### src/rtl/alu_exec_unit.sv
// Handshaked 16-bit ALU execute stage: single-cycle ADD/SUB/AND/OR/SLT and an
// iterative shift-add unsigned MUL. Results are returned over a valid/ready channel.
module alu_exec_unit #(
  parameter int WIDTH     = 16,
  parameter int MUL_STEPS = 16
) (
  input  logic             clk,
  input  logic             rst,
  input  logic             in_valid,
  output logic             in_ready,
  input  logic [2:0]       alu_control,
  input  logic [WIDTH-1:0] op_a,
  input  logic [WIDTH-1:0] op_b,
  output logic             out_valid,
  input  logic             out_ready,
  output logic [WIDTH-1:0] result,
  output logic [WIDTH-1:0] result_hi,
  output logic             zero,
  output logic             overflow,
  output logic             illegal
);

  localparam int CNT_W = $clog2(MUL_STEPS + 1);

  localparam logic [2:0] OP_ADD = 3'd0;
  localparam logic [2:0] OP_SUB = 3'd1;
  localparam logic [2:0] OP_AND = 3'd2;
  localparam logic [2:0] OP_OR  = 3'd3;
  localparam logic [2:0] OP_SLT = 3'd4;
  localparam logic [2:0] OP_MUL = 3'd5;

  typedef enum logic [1:0] {S_IDLE, S_BUSY, S_DONE} state_t;

  state_t           r_state;
  state_t           w_state_next;
  logic             w_accept;
  logic             w_mul_last;

  logic [WIDTH-1:0] r_mcand;
  logic [WIDTH-1:0] r_acc;
  logic [WIDTH-1:0] r_mplier;
  logic [CNT_W-1:0] r_count;
  logic [WIDTH:0]   w_sum;
  logic [WIDTH-1:0] w_acc_next;
  logic [WIDTH-1:0] w_mplier_next;

  logic [WIDTH-1:0] w_add;
  logic [WIDTH-1:0] w_sub;
  logic             w_lt;
  logic [WIDTH-1:0] w_alu_res;
  logic             w_alu_ovf;
  logic             w_alu_ill;

  logic [WIDTH-1:0] r_result;
  logic [WIDTH-1:0] r_result_hi;
  logic             r_zero;
  logic             r_overflow;
  logic             r_illegal;

  // NOTE: sequential state uses non-blocking assignments so every register samples pre-edge values.
  always_ff @(posedge clk) begin
    if (rst) r_state <= S_IDLE;
    else     r_state <= w_state_next;
  end

  // NOTE: every output of this block gets a default first, so no path can infer a latch.
  always_comb begin
    w_state_next = r_state;
    in_ready     = 1'b0;
    out_valid    = 1'b0;
    unique case (r_state)
      S_IDLE: begin
        in_ready = 1'b1;
        if (in_valid) w_state_next = (alu_control == OP_MUL) ? S_BUSY : S_DONE;
      end
      S_BUSY: begin
        if (w_mul_last) w_state_next = S_DONE;
      end
      S_DONE: begin
        out_valid = 1'b1;
        if (out_ready) w_state_next = S_IDLE;
      end
      default: w_state_next = S_IDLE;
    endcase
  end

  assign w_accept   = (r_state == S_IDLE) && in_valid;
  assign w_mul_last = (r_count == CNT_W'(MUL_STEPS - 1));

  assign w_add = op_a + op_b;
  assign w_sub = op_a - op_b;
  assign w_lt  = $signed(op_a) < $signed(op_b);

  always_comb begin
    w_alu_res = '0;
    w_alu_ovf = 1'b0;
    w_alu_ill = 1'b0;
    case (alu_control)
      OP_ADD: begin
        w_alu_res = w_add;
        w_alu_ovf = (op_a[WIDTH-1] == op_b[WIDTH-1]) && (w_add[WIDTH-1] != op_a[WIDTH-1]);
      end
      OP_SUB: begin
        w_alu_res = w_sub;
        w_alu_ovf = (op_a[WIDTH-1] != op_b[WIDTH-1]) && (w_sub[WIDTH-1] != op_a[WIDTH-1]);
      end
      OP_AND:  w_alu_res = op_a & op_b;
      OP_OR:   w_alu_res = op_a | op_b;
      OP_SLT:  w_alu_res = {{(WIDTH-1){1'b0}}, w_lt};
      OP_MUL:  w_alu_res = '0;
      default: w_alu_ill = 1'b1;
    endcase
  end

  // One shift-add step: conditionally add the multiplicand into the upper half,
  // then shift the {acc, multiplier} pair right with the carry entering at the top.
  assign w_sum         = {1'b0, r_acc} + (r_mplier[0] ? {1'b0, r_mcand} : '0);
  assign w_acc_next    = w_sum[WIDTH:1];
  assign w_mplier_next = {w_sum[0], r_mplier[WIDTH-1:1]};

  // NOTE: the multiply working registers are always loaded at accept before use, so they carry no reset.
  always_ff @(posedge clk) begin
    if (w_accept) begin
      r_mcand  <= op_a;
      r_mplier <= op_b;
      r_acc    <= '0;
      r_count  <= '0;
    end else if (r_state == S_BUSY) begin
      r_acc    <= w_acc_next;
      r_mplier <= w_mplier_next;
      r_count  <= r_count + CNT_W'(1);
    end
  end

  always_ff @(posedge clk) begin
    if (rst) begin
      r_result    <= '0;
      r_result_hi <= '0;
      r_zero      <= 1'b0;
      r_overflow  <= 1'b0;
      r_illegal   <= 1'b0;
    end else if (w_accept) begin
      r_illegal <= w_alu_ill;
      if (alu_control != OP_MUL) begin
        r_result    <= w_alu_res;
        r_result_hi <= '0;
        r_zero      <= (w_alu_res == '0);
        r_overflow  <= w_alu_ovf;
      end
    end else if ((r_state == S_BUSY) && w_mul_last) begin
      r_result    <= w_mplier_next;
      r_result_hi <= w_acc_next;
      r_zero      <= (w_mplier_next == '0);
      r_overflow  <= 1'b0;
    end
  end

  assign result    = r_result;
  assign result_hi = r_result_hi;
  assign zero      = r_zero;
  assign overflow  = r_overflow;
  assign illegal   = r_illegal;

endmodule

### config.mk
export PLATFORM = sky130hd
export DESIGN_NAME = alu_exec_unit
export DESIGN_NICKNAME = d
export VERILOG_FILES = /design/src/rtl/alu_exec_unit.sv
export SDC_FILE = /design/constraint.sdc
export NUM_CORES = 1
export LEC_CHECK = 0
export BUFFER_PORTS_ARGS = -buffer_cell sky130_fd_sc_hd__buf_2
export CAP_MARGIN = 20
export CORE_MARGIN = 4
export CORE_UTILIZATION = 50
export CTS_BUF_LIST = sky130_fd_sc_hd__clkbuf_4 sky130_fd_sc_hd__clkbuf_8
export DETAILED_ROUTE_END_ITERATION = 8
export GPL_TIMING_DRIVEN = 0
export PLACE_DENSITY = 0.73
export SLEW_MARGIN = 20
export SYNTH_ARGS = -nofsm -noshare
export SYNTH_HDL_FRONTEND = slang
export SYNTH_SLANG_ARGS = --single-unit
### constraint.sdc
create_clock -name clk -period 3.7 [get_ports clk]
set_clock_uncertainty 0.2 [all_clocks]
set_input_delay 0.74 -clock clk [delete_from_list [all_inputs] [get_ports clk]]
set_output_delay 0.74 -clock clk [all_outputs]
set_load 0.005 [all_outputs]
==> results of run 1 <==
-- flip-flops by register name (all words and copies together) (netlist names) --
| signal | count |
|---|---|
| illegal | 1 |
| overflow | 1 |
| r_acc | 16 |
| r_count | 5 |
| r_mcand | 16 |
| r_mplier | 16 |
| r_state | 2 |
| result | 16 |
| result_hi | 16 |
| zero | 1 |
-- layer usage --
| metal | up-vias | GRT usage (%) |
|---|---|---|
| li1 | 2941 | - |
| met1 | 2892 | 32.3 |
| met2 | 263 | 41.5 |
| met3 | 27 | 3.34 |
| met4 | 0 | 7.00 |
| met5 | - | 0 |
-- timing repair --
| item | CTS | global route |
|---|---|---|
| pin swaps | 0 | 10 |
| setup endpoints to repair | 6 | 8 |
| gates resized for setup | 2 | 29 |
| setup buffers | 0 | 6 |
-- placed cells by master (no fill, tap or decap), drive strengths merged, types with 3 or more instances in the layout --
cell and count:
buf 93, ha 73, nand2 67, nor2 63
a21oi 59, inv 59, dfxtp 58, o21ai 53
clkbuf 38, edfxtp 32, and2 20, a22oi 19
nand3 16, nor3 13, xnor2 13, a31oi 12
a21o 10, xor2 10, nand2b 9, a211oi 9
or3 8, mux2i 8, o22ai 8, nor2b 8
a221oi 7, or2 7, o21a 6, o21bai 6
a22o 6, nor4 6, and3 5, a32oi 5
o221a 4, o211ai 4, o2111ai 3, nor3b 3
nand4 3, fa 3
-- area by class of cell --
type / instances / area, um2
fill: 1169 / 5240
multi-input combinational: 579 / 4050
sequential: 90 / 2120
timing repair buffer: 80 / 437
inverter: 59 / 224
tap: 172 / 215
buffer: 39 / 169
clock buffer: 12 / 159
clock inverter: 4 / 51.3
-- logic make-up (layout without fill, tap and decap cells) --
family	Yosys count	after routing	synth area share (%)
mux	10	10	1.93
fa+ha+maj	76	76	15.0
xor+xnor	23	23	3.11
buf+inv	99	194	5.95
compound gates	237	237	24.1
simple gates	233	233	17.2
flops	90	90	32.7
-- stage by stage --
stage / TNS [ns] / util, % / setup slack [ns] / instance area, um2 / cells
floorplan: -0.0167 / - / -0.0167 / 6490 / 768
global placement: -1.11 / 55.8 / -0.529 / 7070 / 1014
detailed placement: -1.06 / 55.8 / -0.535 / 7080 / 1014
CTS: -0.0725 / 57.6 / -0.0725 / 7290 / 1030
global route: -0.148 / 58.6 / -0.148 / 7430 / 1035
finish: -0.0779 / 58.6 / -0.0779 / 7430 / 1035
-- worst min-delay path, stage by stage, from the launching register on --
cell	delay, ns
dfxtp_1	0.33
nand2_1	0.06
a21oi_1	0.05
-- power groups by stage --
stage	clock network [mW]	logic (mW)	registers, mW
floorplan	0	0.427	1.13
global placement	0	0.604	1.15
detailed placement	0	0.612	1.15
CTS	0.724	0.616	1.13
global route	0.757	0.712	1.13
finish	0.721	0.650	1.13
-- worst min-delay path by stage --
stage,to
3_3_place_gp,result_hi[12]
4_1_cts,illegal
3_5_place_dp,illegal
2_1_floorplan,r_acc[14]
5_1_grt,result[3]
6_report,result[3]
==> flow_summary.toml, run 1 <==
[power]
p_sw_mw = 0.803
internal_power_mw = 1.69
p_per_area_nw_per_um2 = 336
finalPower_mw = 2.50
seqPwrFrac_pct = 45.1
power_frac_comb_pct = 26.0
p_sw_share_pct = 32.1
power.share.clock_pct = 28.9
irDropWorstVdd_mv = 0.158
leakage_nw = 3.26

[route]
drt-pass1-iter-count = 5
met1_length_um = 7970
drc = 0
via_count = 6123
routed.top_layer = "met4"
routedWlPerCell_um = 17.9
ant_nets = 0
via_per_inst = 5.92
met2_length_um = 8780
route.met3.wl_um = 1390
routed_wl_um = 18500
drtIter0Drc = 499

[setup_path]
critPathCapture = "zero"
start_kind = "input port"
path_max_fanout = 3
cp_cell_sequence = "buf_8 > inv_4 > ha_4 > fa_2 > mux4_2 > nor2_1 > or4_4 > or3_1 > a221o_1 > or4_4 > nor4_4 > a31o_1"
max_stage_delay_ns = 0.53
path_depth = 12
r2r_start = "r_count[0]"
rr_endpoint = "zero"
required_ns = 3.83
cp-startpoint = "op_a[0]"
cp.buffers_inverters = 2
r2r_setup_slack_ns = 0.14
crit_type = "in -> reg"
endpoint_kind = "flop"
crit_top_cell = "or4_4"
arrival_ns = 3.91
path_delay_family = "simple AND/OR/NAND/NOR gates"
reg2reg_depth = 12
cpMaxStageDelayCell = "or4_4"

[sta]
worstMarginPinSlew_ns = 1.09
rsz0062_at_grt = "yes"
min_period_ns = 3.78
fin_ws_ns = -0.0779
setup_violations = 1
max_clock_freq_ghz = 0.265
finalCritPeriodShare_pct = 102
max_slew_margin_pct = 27.0
finalMaxSlewViolations = 0
whs_ns = 0.283
hold_viol = 0

[synth]
syn_area_um2 = 6480
syn_nets = 883
synth_area_leaders = "dfxtp_1, edfxtp_1, ha_1"
synth.most_common_cell = "ha_1"
syn_inst = 768
yosysTopAreaCellShare_pct = 17.9
ys_warn_count = 0
synthArstFlopShare_pct = 0
synthTopCellsByCount = "ha_1, nand2_1, nor2_1"
seq_area_frac_synth_pct = 32.7
syn_avg_cell_area_um2 = 8.44
synth.largest_area_cell = "dfxtp_1"
synth_edf_count = 32
synth_seq_cells = 90
ys.flop_type = "dfxtp_1"
synth.distinct_cells = 69

[final_layout]
area_growth_pct = 14.7
drive_above_1_share_pct = 15.9
diodes = 0
nNetsFinal = 973

[run]
drv_cap = 0

[cts]
clk_pin_slew_ns = 0.09
numCtsBuffers = 9
cts_tree = "yes"
cts.path.max_buffers = 2
cts.htree.levels = 3
insertion_delay_ns = 0.38
cts_hold_buf = 0
cts_root_buffer = "clkbuf_8"
cts_num_sinks = 90

[worst_hold_path]
hp-start = "result[3]"
hold_class = "reg -> reg"
min_path_cells = 2

[grt]
grt_pass1_vias = 5460
grt_overflow = 0
antenna_found_initial = 0
grt_pass1_wl_um = 28100
grt_max_degree = 26
grt_use_total_pct = 24.3

[status]
status = "finished, violations left"
violations = "negative setup slack"

[floorplan]
design.core.area_um2 = 12700
dieArea_um2 = 14800
die_h_um = 122
start_util_pct = 51.2
die_w_um = 122
boundaryPins = 76
row_count = 41

[placement]
place_congestion = 0.915
io_buffers = 74
place_hpwl_um = 14100
Note: power is estimated with default switching activity, not from simulation.
==> inputs of run 2 (changes only) <==
CORE_UTILIZATION = 55   (was 50)
PLACE_DENSITY = 0.79   (was 0.73)
RECOVER_POWER = 25   (was unset)
TNS_END_PERCENT = 20   (was unset)
==> run 2 against run 1 <==
The flow still finishes with violations (negative setup slack); sequential share of layout area up 0.49 points; non-clock buffer count down 5; combinational power down 2%; setup slack better by 0.058 ns; core utilization up 5.1 points; largest cell class unchanged; clock power up 4.6%; sequential cell count unchanged; via count up 0.49%; sequential power about the same; fmax up 1.5%.
==> flow_summary.toml, run 2 (synthesized netlist as in run 1, its figures left out) <==
[status]
status = "finished, violations left"
violations = "negative setup slack"

[grt]
grt_pass1_wl_um = 29700
grt_overflow = 0
grt_pass1_vias = 6001
grt_use_total_pct = 27.9
grt_max_degree = 26
antenna_found_initial = 0

[placement]
io_buffers = 74
place_hpwl_um = 14800
placed_cells = 985
placed_cell_area_um2 = 7040
preCtsSetupSlack_ns = -0.524
place_congestion = 0.882

[sta]
worstMarginPinSlew_ns = 1.16
fin_ws_ns = -0.0203
setup_tns_ns = -0.0203
min_period_ns = 3.72
max_clock_freq_ghz = 0.269
rsz0062_at_grt = "yes"
setup_violations = 1
finalCritPeriodShare_pct = 101
max_slew_margin_pct = 22.6
finalMaxSlewViolations = 0
hold_viol = 0

[power]
p_per_area_nw_per_um2 = 345
leakage_nw = 3.17
p_sw_share_pct = 31.8
irDropWorstVdd_mv = 0.314
power_frac_comb_pct = 25.4
p_sw_mw = 0.802
internal_power_mw = 1.72
seqPwrFrac_pct = 44.7
power.share.clock_pct = 29.9

[final_layout]
nNetsFinal = 968
fin_cells = 1001
ff_latch_area_um2 = 2120
multi_input_area_um2 = 4040
diodes = 0
fin_area_um2 = 7300
drive_above_1_share_pct = 13.5
mostFrequentLayoutCell = "ha_1"
area_growth_pct = 12.7
fill_cells = 1007
layout_common_cells = "ha_1, nand2_1, buf_2"

[route]
via_count = 6153
drc = 0
drtIter0Drc = 800
ant_nets = 0
via_per_inst = 6.15
routed_wl_um = 19100
routedWlPerCell_um = 19.1
drt-pass1-iter-count = 5

[cts]
numCtsBuffers = 9
insertion_delay_ns = 0.38
clk_pin_slew_ns = 0.09
cts_root_buffer = "clkbuf_8"
post-cts-setup-buffers = 0
cts.htree.levels = 3
cts_hold_buf = 0
cts.path.max_buffers = 2
cts_num_sinks = 90
cts_tree = "yes"

[setup_path]
crit_type = "in -> reg"
start_kind = "input port"
arrival_ns = 3.85
r2r_start = "r_mplier[0]"
cp-startpoint = "op_a[0]"
endpoint_kind = "flop"
path_max_fanout = 3
required_ns = 3.83

[worst_hold_path]
hp-start = "result[3]"
hold_class = "reg -> reg"

[run]
drv_cap = 0

[floorplan]
die_w_um = 117
die_h_um = 117
row_count = 39
boundaryPins = 76
start_util_pct = 56.5
design.core.area_um2 = 11500
dieArea_um2 = 13600
## run 2: worst max-delay path, cell delays in order
cell and delay (ns):
buf_4 0.11, inv_2 0.04, ha_2 0.18, fa_2 0.37, or2_1 0.22, a221oi_1 0.47
o221ai_1 0.25, a41oi_1 0.37, a21oi_1 0.20, a31oi_1 0.25, o21ai_0 0.22, nor3_1 0.26
a31o_1 0.17
## run 2: cell type report
type	count	area share, %
multi-input cells	579	55.3
flip-flops and latches	90	29.1
clock inverters	5	1.10
plain buffers	40	2.30
clock buffers	11	1.90
well taps	143	2.45
repair buffers	74	4.85
inverters	59	3.03
## run 2: repair_timing
action	in CTS	in global routing
pin swaps	0	1
endpoints found under the setup margin	7	10
resized for setup	6	14
cloned	0	0
## run 2: power groups by stage
| stage | Clock [mW] | Combinational (mW) | Sequential [mW] |
|---|---|---|---|
| 6_report | 0.754 | 0.640 | 1.13 |
| 5_1_grt | 0.793 | 0.704 | 1.13 |
| 3_3_place_gp | 0 | 0.600 | 1.15 |
| 2_1_floorplan | 0 | 0.427 | 1.13 |
| 4_1_cts | 0.747 | 0.624 | 1.13 |
| 3_5_place_dp | 0 | 0.617 | 1.15 |
## run 2: path summary, 6_finish.rpt
kind / end / slack [ns] / cells past startpoint
worst min register to register: result[3] / 0.27 / 2
worst max-delay path: zero / -0.02 / 13
worst min-delay path: result[3] / 0.27 / 2
worst max register to register: result_hi[14] / 0.25 / 13
## run 2: stage by stage
step / hold slack (ns) / power (mW) / util [%]
floorplan: 0.232 / 1.56 / -
global placement: 0.256 / 1.75 / 61.4
detailed placement: 0.258 / 1.77 / 61.4
CTS: 0.271 / 2.50 / 63.5
global route: 0.303 / 2.63 / 63.7
finish: 0.269 / 2.52 / 63.7
## run 2: per-layer routing
layer / up-vias / routed length, um / track usage [%]
met4: 0 / 474 / 11.0
li1: 2937 / - / -
met1: 2901 / 7860 / 35.0
met3: 40 / 1280 / 2.69
met2: 275 / 9460 / 49.4
met5: - / 0 / 0
==> inputs of run 3 (changes only) <==
ABC_AREA = 1   (was unset)
CORE_UTILIZATION = 56   (was 55)
PLACE_DENSITY = 0.8   (was 0.79)
==> run 3 against run 2 <==
The flow now finishes without violations; area after synthesis is 5.6% higher; clock-buffer cell count stayed put; largest power group unchanged; first-iteration DRC count is 15% lower; hold slack worse by 0.0051 ns; sequential cell count stayed put; final cell count is 24% higher; combinational power is 3.7% higher; sequential share of layout area is 1.2 points lower; largest cell class unchanged; non-clock buffer count is 2 lower; synthesized cell count is 31% higher; die area is 3.5% higher.
==> flow_summary.toml, run 3 <==
[status]
status = "complete, no violations"

[route]
routedWlPerCell_um = 15.7
via_per_inst = 5.56
drt-pass1-iter-count = 5
via_count = 6901
routed_wl_um = 19400
drc = 0
drtIter0Drc = 679
ant_nets = 0

[setup_path]
path_delay_family = "simple AND/OR/NAND/NOR gates"
max_stage_delay_ns = 0.39
arrival_ns = 3.15
cpMaxStageDelayCell = "fa_1"
required_ns = 3.81
crit_type = "in -> reg"
cp.buffers_inverters = 3
crit_top_cell = "nand2_1"
reg2reg_depth = 15
start_kind = "input port"
cp-startpoint = "op_a[0]"
endpoint_kind = "flop"
rr_endpoint = "result_hi[15]"
r2r_start = "r_mplier[0]"
cp_cell_sequence = "clkbuf_1 > inv_1 > ha_1 > fa_1 > inv_1 > nand2_1 > nand2_1 > nand4_1 > nand2_1 > nand2_1 > nand2_1 > nand2_1 > nand3_1 > nand2_1 > nand2_1 > nand2_1 > nor2_1 > nand3_1 > a21oi_1"
r2r_setup_slack_ns = 0.75
path_max_fanout = 3

[synth]
synth.distinct_cells = 39
yosysTopAreaCellShare_pct = 17.0
synth_fa_ha_area_share_pct = 14.2
synth_top_family_by_area = "simple AND/OR/NAND/NOR gates"
synth_mux_area_share_pct = 0
synth_seq_cells = 90
synthArstFlopShare_pct = 0
seq_area_frac_synth_pct = 31.0
ys.flop_type = "dfxtp_1"
syn_nets = 1120
ys_warn_count = 0
syn_avg_cell_area_um2 = 6.81
synthTopCellsByCount = "nand2_1, inv_1, nand3_1"
synth_compound_area_share_pct = 12.6
synth.most_common_cell = "nand2_1"
syn_area_um2 = 6850
yosys.area_share.simple_pct = 30.9
synth_edf_count = 32
synth.largest_area_cell = "dfxtp_1"
synth_xor_area_share_pct = 1.28
syn_inst = 1005
synth_area_leaders = "dfxtp_1, edfxtp_1, nand2_1"

[cts]
cts_num_sinks = 90
cts_hold_buf = 0
insertion_delay_ns = 0.37
ctsResizeCount = 0
cts.htree.levels = 3
numCtsBuffers = 9
post-cts-setup-buffers = 0
clk_pin_slew_ns = 0.09
cts_root_buffer = "clkbuf_8"
cts.path.max_buffers = 2
cts_tree = "yes"

[sta]
finalCritPeriodShare_pct = 82.2
max_clock_freq_ghz = 0.329
hold_viol = 0
min_period_ns = 3.04
setup_tns_ns = 0
fin_ws_ns = 0.660
max_slew_margin_pct = 47.1
worstMarginPinSlew_ns = 0.792
finalMaxSlewViolations = 0
rsz0062_at_grt = "no"
setup_violations = 0
whs_ns = 0.264

[floorplan]
die_h_um = 119
die_w_um = 119
start_util_pct = 57.0
design.core.area_um2 = 12000
row_count = 40
dieArea_um2 = 14100
boundaryPins = 76

[power]
irDropWorstVdd_mv = 0.180
finalPower_mw = 2.63
leakage_nw = 3.86
p_per_area_nw_per_um2 = 344

[grt]
grt_pass1_vias = 6468
antenna_found_initial = 0
grt_use_total_pct = 27.6
grt_overflow = 0
grt_pass1_wl_um = 31400
grt_max_degree = 26

[final_layout]
diodes = 0
final_util_pct = 63.5
drive_above_1_share_pct = 9.87
nNetsFinal = 1204
layout_common_cells = "nand2_1, inv_1, nand3_1"
mostFrequentLayoutCell = "nand2_1"
area_growth_pct = 11.4

[worst_hold_path]
min_path_cells = 2
hold_end = "result_hi[1]"
hp-start = "result_hi[1]"
hold_class = "reg -> reg"

[placement]
place_hpwl_um = 15300
preCtsSetupSlack_ns = 0.364
place_congestion = 0.953
io_buffers = 73

[run]
drv_cap = 0
-- run 3: area by class of cell --
cell class / instances / area [um2]
plain buffers: 39 / 180
repair buffers: 73 / 339
flip-flops and latches: 90 / 2120
well taps: 147 / 184
clock buffers: 11 / 151
fillers: 1153 / 4380
multi-input cells: 742 / 4040
clock inverters: 5 / 108
inverters: 134 / 503
-- run 3: power by group --
group	switching, mW	internal (mW)	total, mW	leakage [nW]
sequential	0.0314	1.09	1.12	0.780
combinational	0.450	0.214	0.664	2.95
clock	0.353	0.489	0.842	0.130
-- run 3: worst max-delay path by stage --
stage,end,slack (ns),cells past startpoint
6_report,zero,0.66,19
5_1_grt,zero,0.45,15
4_1_cts,result_hi[13],0.75,14
3_5_place_dp,zero,0.36,16
3_3_place_gp,zero,0.39,16
2_1_floorplan,zero,1.02,15
-- run 3: cell families (layout without fill, tap and decap cells) --
group                    count (synthesis)  count (layout)
XOR/XNOR                                10              10
adder cells (fa/ha/maj)                 76              76
AO/OA/AOI/OAI                          156             156
buffers and inverters                  173             262
flip-flops                              90              90
AND/OR/NAND/NOR                        500             500
-- run 3: per-stage QoR --
| step | instance area, um2 | instances |
|---|---|---|
| finish | 7630 | 1241 |
| detailed placement | 7400 | 1225 |
| floorplan | 6850 | 1005 |
| global route | 7630 | 1241 |
| global placement | 7400 | 1225 |
| CTS | 7660 | 1241 |
-- run 3: metal layers --
layer | vias to the layer above | part of all wire, % | GRT usage [%]
li1 | 3444 | - | -
met1 | 3097 | 41 | 34.8
met2 | 308 | 48 | 47.4
met3 | 52 | 7.0 | 3.06
met4 | 0 | 3.6 | 12.5
met5 | - | 0 | 0
-- run 3: worst register-to-register path: stages, from the launching register on --
cell and delay (ns):
edfxtp_1 0.33, clkbuf_1 0.25, nand2_1 0.08, inv_1 0.06, ha_1 0.16, inv_1 0.06, fa_1 0.43, o21ai_0 0.43
nand4_1 0.14, nand3_1 0.17, nand3_1 0.09, nand2_1 0.10, nand3_1 0.13, nand2_1 0.09, nand2_1 0.05, a21oi_1 0.12
